### config.mk
export PLATFORM = sky130hd
export DESIGN_NAME = instruction_fetch
export DESIGN_NICKNAME = d
export VERILOG_FILES = /design/src/rtl/instruction_fetch.sv
export SDC_FILE = /design/constraint.sdc
export NUM_CORES = 1
export LEC_CHECK = 0
export CORE_ASPECT_RATIO = 1.5
export CORE_UTILIZATION = 38
export CTS_CLUSTER_DIAMETER = 100
export DETAILED_ROUTE_END_ITERATION = 7
export PLACE_DENSITY = 0.66
export SYNTH_ARGS = -nofsm -noshare
export SYNTH_HDL_FRONTEND = slang
export SYNTH_SLANG_ARGS = --single-unit
### constraint.sdc
create_clock -name clk -period 1.83 [get_ports clk]
set_input_delay 0.183 -clock clk [delete_from_list [all_inputs] [get_ports clk]]
set_output_delay 0.183 -clock clk [all_outputs]
set_load 0.005 [all_outputs]
### src/rtl/instruction_fetch.sv
// Fetch stage: PC register, 2-entry fetch FIFO and IDLE/FETCH/HALTED control.
// Ports: clk/reset, fetch_en, PCAdress/Instruction_in, branch redirect, instr_* decode handshake, halted.
module instruction_fetch (
  input  logic        clk,
  input  logic        reset,
  input  logic        fetch_en,
  output logic [5:0]  PCAdress,
  input  logic [31:0] Instruction_in,
  input  logic        branch_valid,
  input  logic [5:0]  branch_target,
  output logic        instr_valid,
  input  logic        instr_ready,
  output logic [31:0] instr_out,
  output logic [5:0]  instr_pc,
  output logic        halted
);

  typedef enum logic [1:0] {
    IDLE,
    FETCH,
    HALTED
  } state_t;

  typedef struct packed {
    logic [31:0] word;
    logic [5:0]  pc;
  } ent_t;

  state_t     state_q, state_d;
  logic [5:0] pc_q, pc_d;
  ent_t       e0_q, e0_d;
  ent_t       e1_q, e1_d;
  logic [1:0] cnt_q, cnt_d;
  logic       halted_q, halted_d;

  logic pop;
  logic push;
  logic is_halt;
  ent_t new_e;

  always_comb begin
    pop      = (cnt_q != 2'd0) && instr_ready;
    push     = (state_q == FETCH) && fetch_en && !branch_valid
               && ((cnt_q != 2'd2) || pop);
    new_e    = '{word: Instruction_in, pc: pc_q};
    is_halt  = (Instruction_in[31:26] == 6'h3f);
    state_d  = state_q;
    pc_d     = pc_q;
    e0_d     = e0_q;
    e1_d     = e1_q;
    cnt_d    = cnt_q;
    if (branch_valid) begin
      // Entries are left in place so instr_out/instr_pc keep their last value.
      cnt_d   = 2'd0;
      pc_d    = branch_target;
      state_d = fetch_en ? FETCH : IDLE;
    end else begin
      if (push) pc_d = pc_q + 6'd1;
      // e0 is always the head; a pop of the last entry leaves it untouched.
      case ({push, pop})
        2'b10: begin
          if (cnt_q == 2'd0) e0_d = new_e;
          else               e1_d = new_e;
          cnt_d = cnt_q + 2'd1;
        end
        2'b01: begin
          if (cnt_q == 2'd2) e0_d = e1_q;
          cnt_d = cnt_q - 2'd1;
        end
        2'b11: begin
          if (cnt_q == 2'd1) begin
            e0_d = new_e;
          end else begin
            e0_d = e1_q;
            e1_d = new_e;
          end
        end
        default: ;
      endcase
      case (state_q)
        IDLE:    if (fetch_en) state_d = FETCH;
        FETCH: begin
          if (!fetch_en)            state_d = IDLE;
          else if (push && is_halt) state_d = HALTED;
        end
        HALTED:  state_d = HALTED;
        default: state_d = IDLE;
      endcase
    end
    halted_d = (state_d == HALTED);
  end

  always_ff @(posedge clk) begin
    if (reset) begin
      state_q  <= IDLE;
      pc_q     <= 6'd0;
      e0_q     <= '0;
      e1_q     <= '0;
      cnt_q    <= 2'd0;
      halted_q <= 1'b0;
    end else begin
      state_q  <= state_d;
      pc_q     <= pc_d;
      e0_q     <= e0_d;
      e1_q     <= e1_d;
      cnt_q    <= cnt_d;
      halted_q <= halted_d;
    end
  end

  assign PCAdress    = pc_q;
  assign instr_valid = (cnt_q != 2'd0);
  assign instr_out   = e0_q.word;
  assign instr_pc    = e0_q.pc;
  assign halted      = halted_q;

endmodule

==> impl_metrics.yaml, run 1 <==
power:
  combPwrFrac_pct: 12.4
  seq_power_share_pct: 47.1
  leakagePower_nw: 1.91
  powerDensity_nw_per_um2: 772
  p_sw_mw: 1.00
  intPower_mw: 3.18
  vdd_drop_max_mv: 0.745
  swShare_pct: 24.0
  power.total_mw: 4.19
  clkPwrFrac_pct: 40.6
clock_network:
  cts_buffers: 9
  htreeDepth: 3
  cts_buffer_depth: 2
  ctsHoldBuffers: 0
  cts_sinks: 87
  root_buffer: "clkbuf_16"
  clk_pin_slew_ns: 0.06
  clk_latency_ns: 0.34
  cts_tree: "built"
final_layout:
  antennaDiodeCount: 0
  final_common_cell: "nand2_1"
  fillCellCount: 848
  drive_gt1_share_pct: 15.0
  final_nets: 615
  final_cell_mix: "nand2_1, clkdlybuf4s50_1, dfxtp_1, nor2_1, a21oi_1"
  synthToLayoutAreaGrowth_pct: 47.5
  seq_area_um2: 1750
  multi_input_area_um2: 1830
setup_path:
  reg2reg_slack_ns: 0.03
  path_class: "flop to flop"
  worst_r2r_path_depth: 6
  cp_max_fo: 6
  slowest_stage: "a2111oi_0"
  worstSetupStartpoint: "state_q[1]"
  critPathTopFamily: "simple AND/OR/NAND/NOR gates"
  crit_path_end_kind: "flop"
  cp_common_cell: "buf_4"
  cp_num_cells: 6
  required_ns: 2.07
  crit_end: "state_q[0]"
  cp.arrival_ns: 2.04
  crit_buf_inv: 2
  regToRegEndpoint: "state_q[0]"
  start_kind: "flop"
  critPathMaxStageDelay_ns: 0.39
  path_cells: "nand4bb_2 > buf_4 > a2111oi_0 > buf_4 > o21ai_0 > and3b_1"
  r2r_start: "state_q[1]"
floorplan:
  io_pins: 89
  die_h_um: 122
  dieArea_um2: 10100
  die_w_um: 82.3
  std_cell_rows: 43
  core_um2: 9310
  start_util_pct: 39.5
global_route:
  grt-ovfl-total: 0
  grt_pass1_vias: 3389
  grt_pass1_wl_um: 16000
  antenna_found_initial: 0
  grt_max_degree: 39
  track_usage_pct: 21.1
timing:
  fin_skew_ns: 0.00618
  max_freq_mhz: 556
  finalWorstSetupSlack_ns: 0.0306
  setup-violations-final: 0
  post-route-period-util_pct: 98.3
  hold_viol_final: 0
  maxSlewViolCount: 0
  tightestPinTransition_ns: 0.479
  holdWs_ns: 0.323
  period_needed_ns: 1.80
  relSlewSlack_pct: 67.2
  tns_ns: 0
route:
  detail-route-antenna-nets: 0
  wl_per_cell_um: 15.0
  avgViaCountPerCell: 5.24
  drtPass1Iterations: 4
  vias: 3587
  drc: 0
  drt_iter0_drc: 225
  wirelength_um: 10300
synth:
  syn_inst: 464
  synth.distinct_cells: 38
  ys_warn_count: 0
  syn_area_per_cell_um2: 7.92
  ys_ff_latch: 87
  syn_area_um2: 3670
  syn-num-nets: 511
  yosysSeqAreaShare_pct: 47.4
placed_design:
  io_buffers: 88
  dp_hpwl_um: 6550
  place_ws_ns: -0.242
  gp_congestion: 0.849
flow_run:
  maxCapViolCount: 0
min_path:
  hold_class: "input pin to flop"
status:
  status: "completed"
## power groups by stage
stage          Sequential (mW)  Combinational (mW)  Clock, mW
3_3_place_gp              2.01               0.463          0
2_1_floorplan             2.02               0.186          0
4_1_cts                   1.97               0.496       1.74
6_report                  1.97               0.517       1.70
3_5_place_dp              2.01               0.470          0
5_1_grt                   1.98               0.563       1.81
## cell families after synthesis
group / Yosys count / synth area share [%]
AOI/OAI and AO/OA: 101 / 19.6
xor gates and xnor gates: 2 / 0.477
adders and majority gates: 4 / 1.36
buffers and inverters: 48 / 6.30
DFF: 87 / 47.4
muxes: 3 / 0.885
and+or+nand+nor: 219 / 23.9
## how the worst min path moves through the flow
stage | from | end | cells after the start
floorplan | Instruction_in[4] | e1_q[10] | 2
global placement | e1_q[24] | e1_q[24] | 2
detailed placement | e1_q[0] | e1_q[0] | 2
CTS | reset | e1_q[37] | 2
global route | reset | e1_q[37] | 2
finish | reset | e1_q[37] | 2
## Yosys cell counts (all sizes together)
cell type | count | area share, %
ha | 4 | 1.4
nand3 | 3 | 0.41
nand4 | 2 | 0.34
nand4bb | 1 | 0.31
dfxtp | 87 | 47
nor2b | 1 | 0.17
a221oi | 1 | 0.24
a21o | 2 | 0.41
buf | 23 | 3.7
a21oi | 41 | 5.7
inv | 9 | 0.92
mux2 | 2 | 0.61
mux2i | 1 | 0.27
a2111oi | 2 | 0.65
nand2b | 2 | 0.34
o311a | 1 | 0.27
o21ai | 6 | 0.82
o32ai | 1 | 0.75
and3b | 1 | 0.24
and2 | 1 | 0.17
a211oi | 5 | 1.0
clkinv | 1 | 0.10
a311oi | 38 | 9.1
clkbuf | 15 | 1.5
o21bai | 2 | 0.41
nand2 | 152 | 16
xnor2 | 2 | 0.48
and3 | 1 | 0.17
and4bb | 1 | 0.34
nor2 | 46 | 4.7
a31oi | 2 | 0.34
nor3 | 5 | 0.68
or3 | 2 | 0.34
nor3b | 1 | 0.20
## area by class of cell
| type | instances | share of cell area, % |
|---|---|---|
| clock buffers | 11 | 4.48 |
| inverters | 10 | 0.785 |
| multi-input cells | 329 | 33.8 |
| well taps | 112 | 2.58 |
| clock inverters | 5 | 0.623 |
| repair buffers | 131 | 25.5 |
| flip-flops and latches | 87 | 32.3 |
## stage by stage
stage          util, %  area (um^2)  instances
2_1_floorplan        -         3710        464
4_1_cts           56.8         5290        683
3_5_place_dp      52.4         4880        661
3_3_place_gp      52.4         4880        661
6_report          58.2         5420        685
5_1_grt           58.2         5420        685
## per-layer routing
metal | up-vias | part of all wire, % | GRT usage [%]
met5 | - | 0 | 0
met4 | 0 | 1.8 | 8.00
met1 | 1706 | 41 | 24.8
met3 | 15 | 3.4 | 4.46
met2 | 82 | 53 | 36.6
li1 | 1784 | - | -
## flip-flops by register name (all words and copies together) (netlist names)
register	flops
halted	1
instr_out	32
cnt_q	2
PCAdress	6
state_q	2
e1_q	38
instr_pc	6
## repair_timing
action                                  in CTS  in global routing
buffers inserted                             3                  0
endpoints found under the setup margin      44                 51
pin swaps                                    2                  3
resized for setup                           13                 19
cloned                                       3                  2
Power figures use the tool's default switching activity.
==> run 2: changes to the inputs <==
--- a/config.mk
+++ b/config.mk
@@ -9,6 +9,7 @@
 export CORE_UTILIZATION = 38
 export CTS_CLUSTER_DIAMETER = 100
 export DETAILED_ROUTE_END_ITERATION = 7
+export MAX_ROUTING_LAYER = met4
 export PLACE_DENSITY = 0.66
 export SYNTH_ARGS = -nofsm -noshare
 export SYNTH_HDL_FRONTEND = slang
==> impl_metrics.yaml, run 2 (synthesized netlist as in run 1, its figures left out) <==
status:
  status: "completed"
min_path:
  hp-start: "reset"
  min_path_cells: 2
  hold_class: "input pin to flop"
power:
  powerDensity_nw_per_um2: 772
  clkPwrFrac_pct: 40.6
  leakagePower_nw: 1.91
  swShare_pct: 24.0
  combPwrFrac_pct: 12.3
  seq_power_share_pct: 47.1
  p_sw_mw: 1.01
  vdd_drop_max_mv: 0.742
  power.total_mw: 4.19
  intPower_mw: 3.18
setup_path:
  path_class: "flop to flop"
  cp_max_fo: 6
  critPathMaxStageDelay_ns: 0.39
  reg2reg_slack_ns: 0.03
  crit_buf_inv: 2
  required_ns: 2.07
  cp_common_cell: "buf_4"
  path_cells: "nand4bb_2 > buf_4 > a2111oi_0 > buf_4 > o21ai_0 > and3b_1"
  slowest_stage: "a2111oi_0"
  r2r_start: "state_q[1]"
  crit_path_end_kind: "flop"
  worst_r2r_path_depth: 6
  crit_end: "state_q[0]"
  cp_num_cells: 6
  critPathTopFamily: "simple AND/OR/NAND/NOR gates"
  start_kind: "flop"
  worstSetupStartpoint: "state_q[1]"
  regToRegEndpoint: "state_q[0]"
  cp.arrival_ns: 2.03
route:
  avgViaCountPerCell: 5.21
  vias: 3566
  drtPass1Iterations: 4
  wirelength_um: 10200
  dr_wl_met3_um: 345
  maxUsedRoutingLayer: "met4"
  wl_met2_um: 5470
  wl_met1_um: 4200
  drt_iter0_drc: 202
  wl_per_cell_um: 15.0
  drc: 0
  detail-route-antenna-nets: 0
global_route:
  grt_pass1_vias: 3386
  track_usage_pct: 21.7
  antenna_found_initial: 0
  grt-ovfl-total: 0
  grt_pass1_wl_um: 16000
  grt_max_degree: 39
clock_network:
  ctsHoldBuffers: 0
  htreeDepth: 3
  clk_pin_slew_ns: 0.06
  cts_buffers: 9
  root_buffer: "clkbuf_16"
  cts_buffer_depth: 2
  cts_tree: "built"
  cts_sinks: 87
  clk_latency_ns: 0.34
final_layout:
  largest_reg_flops: 38
  final_cell_area_um2: 5420
  synthToLayoutAreaGrowth_pct: 47.5
  final_cell_mix: "nand2_1, clkdlybuf4s50_1, dfxtp_1, nor2_1, a21oi_1"
  antennaDiodeCount: 0
  drive_gt1_share_pct: 15.0
  layout.cells.non_filler: 685
  final_nets: 615
  regMostFlops: "e1_q"
  final_common_cell: "nand2_1"
  final_util_pct: 58.2
floorplan:
  die_h_um: 122
  std_cell_rows: 43
  dieArea_um2: 10100
  core_um2: 9310
  die_w_um: 82.3
  start_util_pct: 39.5
  io_pins: 89
timing:
  setup-violations-final: 0
  period_needed_ns: 1.80
  hold_viol_final: 0
  max_freq_mhz: 556
  fin_skew_ns: 0.00666
  tightestPinTransition_ns: 0.525
  post-route-period-util_pct: 98.3
  holdWs_ns: 0.331
  maxSlewViolCount: 0
  relSlewSlack_pct: 65.0
placed_design:
  io_buffers: 88
  dp_cells: 661
  dp_hpwl_um: 6550
  dpl-instance-area_um2: 4880
  gp_congestion: 0.862
flow_run:
  maxCapViolCount: 0
run 2: per-layer routing:
metal  GRT usage [%]  up-vias
met1            24.7     1672
met2            36.7       91
met5               -        -
li1                -     1785
met3            4.46       18
met4            8.00        0
run 2: power by group through the flow:
stage | sequential (mW) | combinational [mW] | clock (mW)
final | 1.97 | 0.517 | 1.70
after global routing | 1.98 | 0.563 | 1.81
after CTS | 1.97 | 0.496 | 1.74
after detailed placement | 2.01 | 0.470 | 0
after global placement | 2.01 | 0.463 | 0
after floorplan | 2.02 | 0.186 | 0
run 2: metrics by stage:
step / setup TNS [ns] / worst slack, ns
after CTS: 0 / 0.0126
after global placement: -6.36 / -0.156
after floorplan: -0.0609 / -0.00321
final: 0 / 0.0314
after global routing: -0.129 / -0.0626
after detailed placement: -10.77 / -0.242
run 2: layout make-up:
cell class	instances	area, um^2
clock inverter	5	33.8
sequential	87	1750
multi-input combinational	329	1830
tap	112	140
inverter	10	42.5
fill	848	3890
timing repair buffer	131	1380
clock buffer	11	243
run 2: worst register-to-register path, delay by kind of cell (launching register included):
| kind | cells | cell delay (ns) |
|---|---|---|
| and+or+nand+nor | 2 | 0.50 |
| AOI/OAI and AO/OA | 2 | 0.45 |
| buffers and inverters | 2 | 0.43 |
| DFF | 1 | 0.33 |
run 2: timing repair:
item | CTS | global route
buffers inserted | 3 | 0
resized for setup | 13 | 19
setup endpoints to repair | 44 | 51
gates cloned | 3 | 2
pin swaps | 2 | 3
run 2: how the worst min path moves through the flow:
stage          slack (ns)        to
3_3_place_gp         0.44  e1_q[24]
5_1_grt              0.35  e1_q[37]
4_1_cts              0.31  e1_q[37]
2_1_floorplan        0.32  e1_q[10]
6_report             0.33  e1_q[37]
3_5_place_dp         0.45   e1_q[0]
==> run 3: changes to the inputs <==
--- a/config.mk
+++ b/config.mk
@@ -9,6 +9,7 @@
 export CORE_UTILIZATION = 38
 export CTS_CLUSTER_DIAMETER = 100
 export DETAILED_ROUTE_END_ITERATION = 7
+export GPL_ROUTABILITY_DRIVEN = 0
 export MAX_ROUTING_LAYER = met4
 export PLACE_DENSITY = 0.66
 export SYNTH_ARGS = -nofsm -noshare
==> results of run 3 <==
Same layout as run 2: the final DEF is identical, and so are final timing and power.
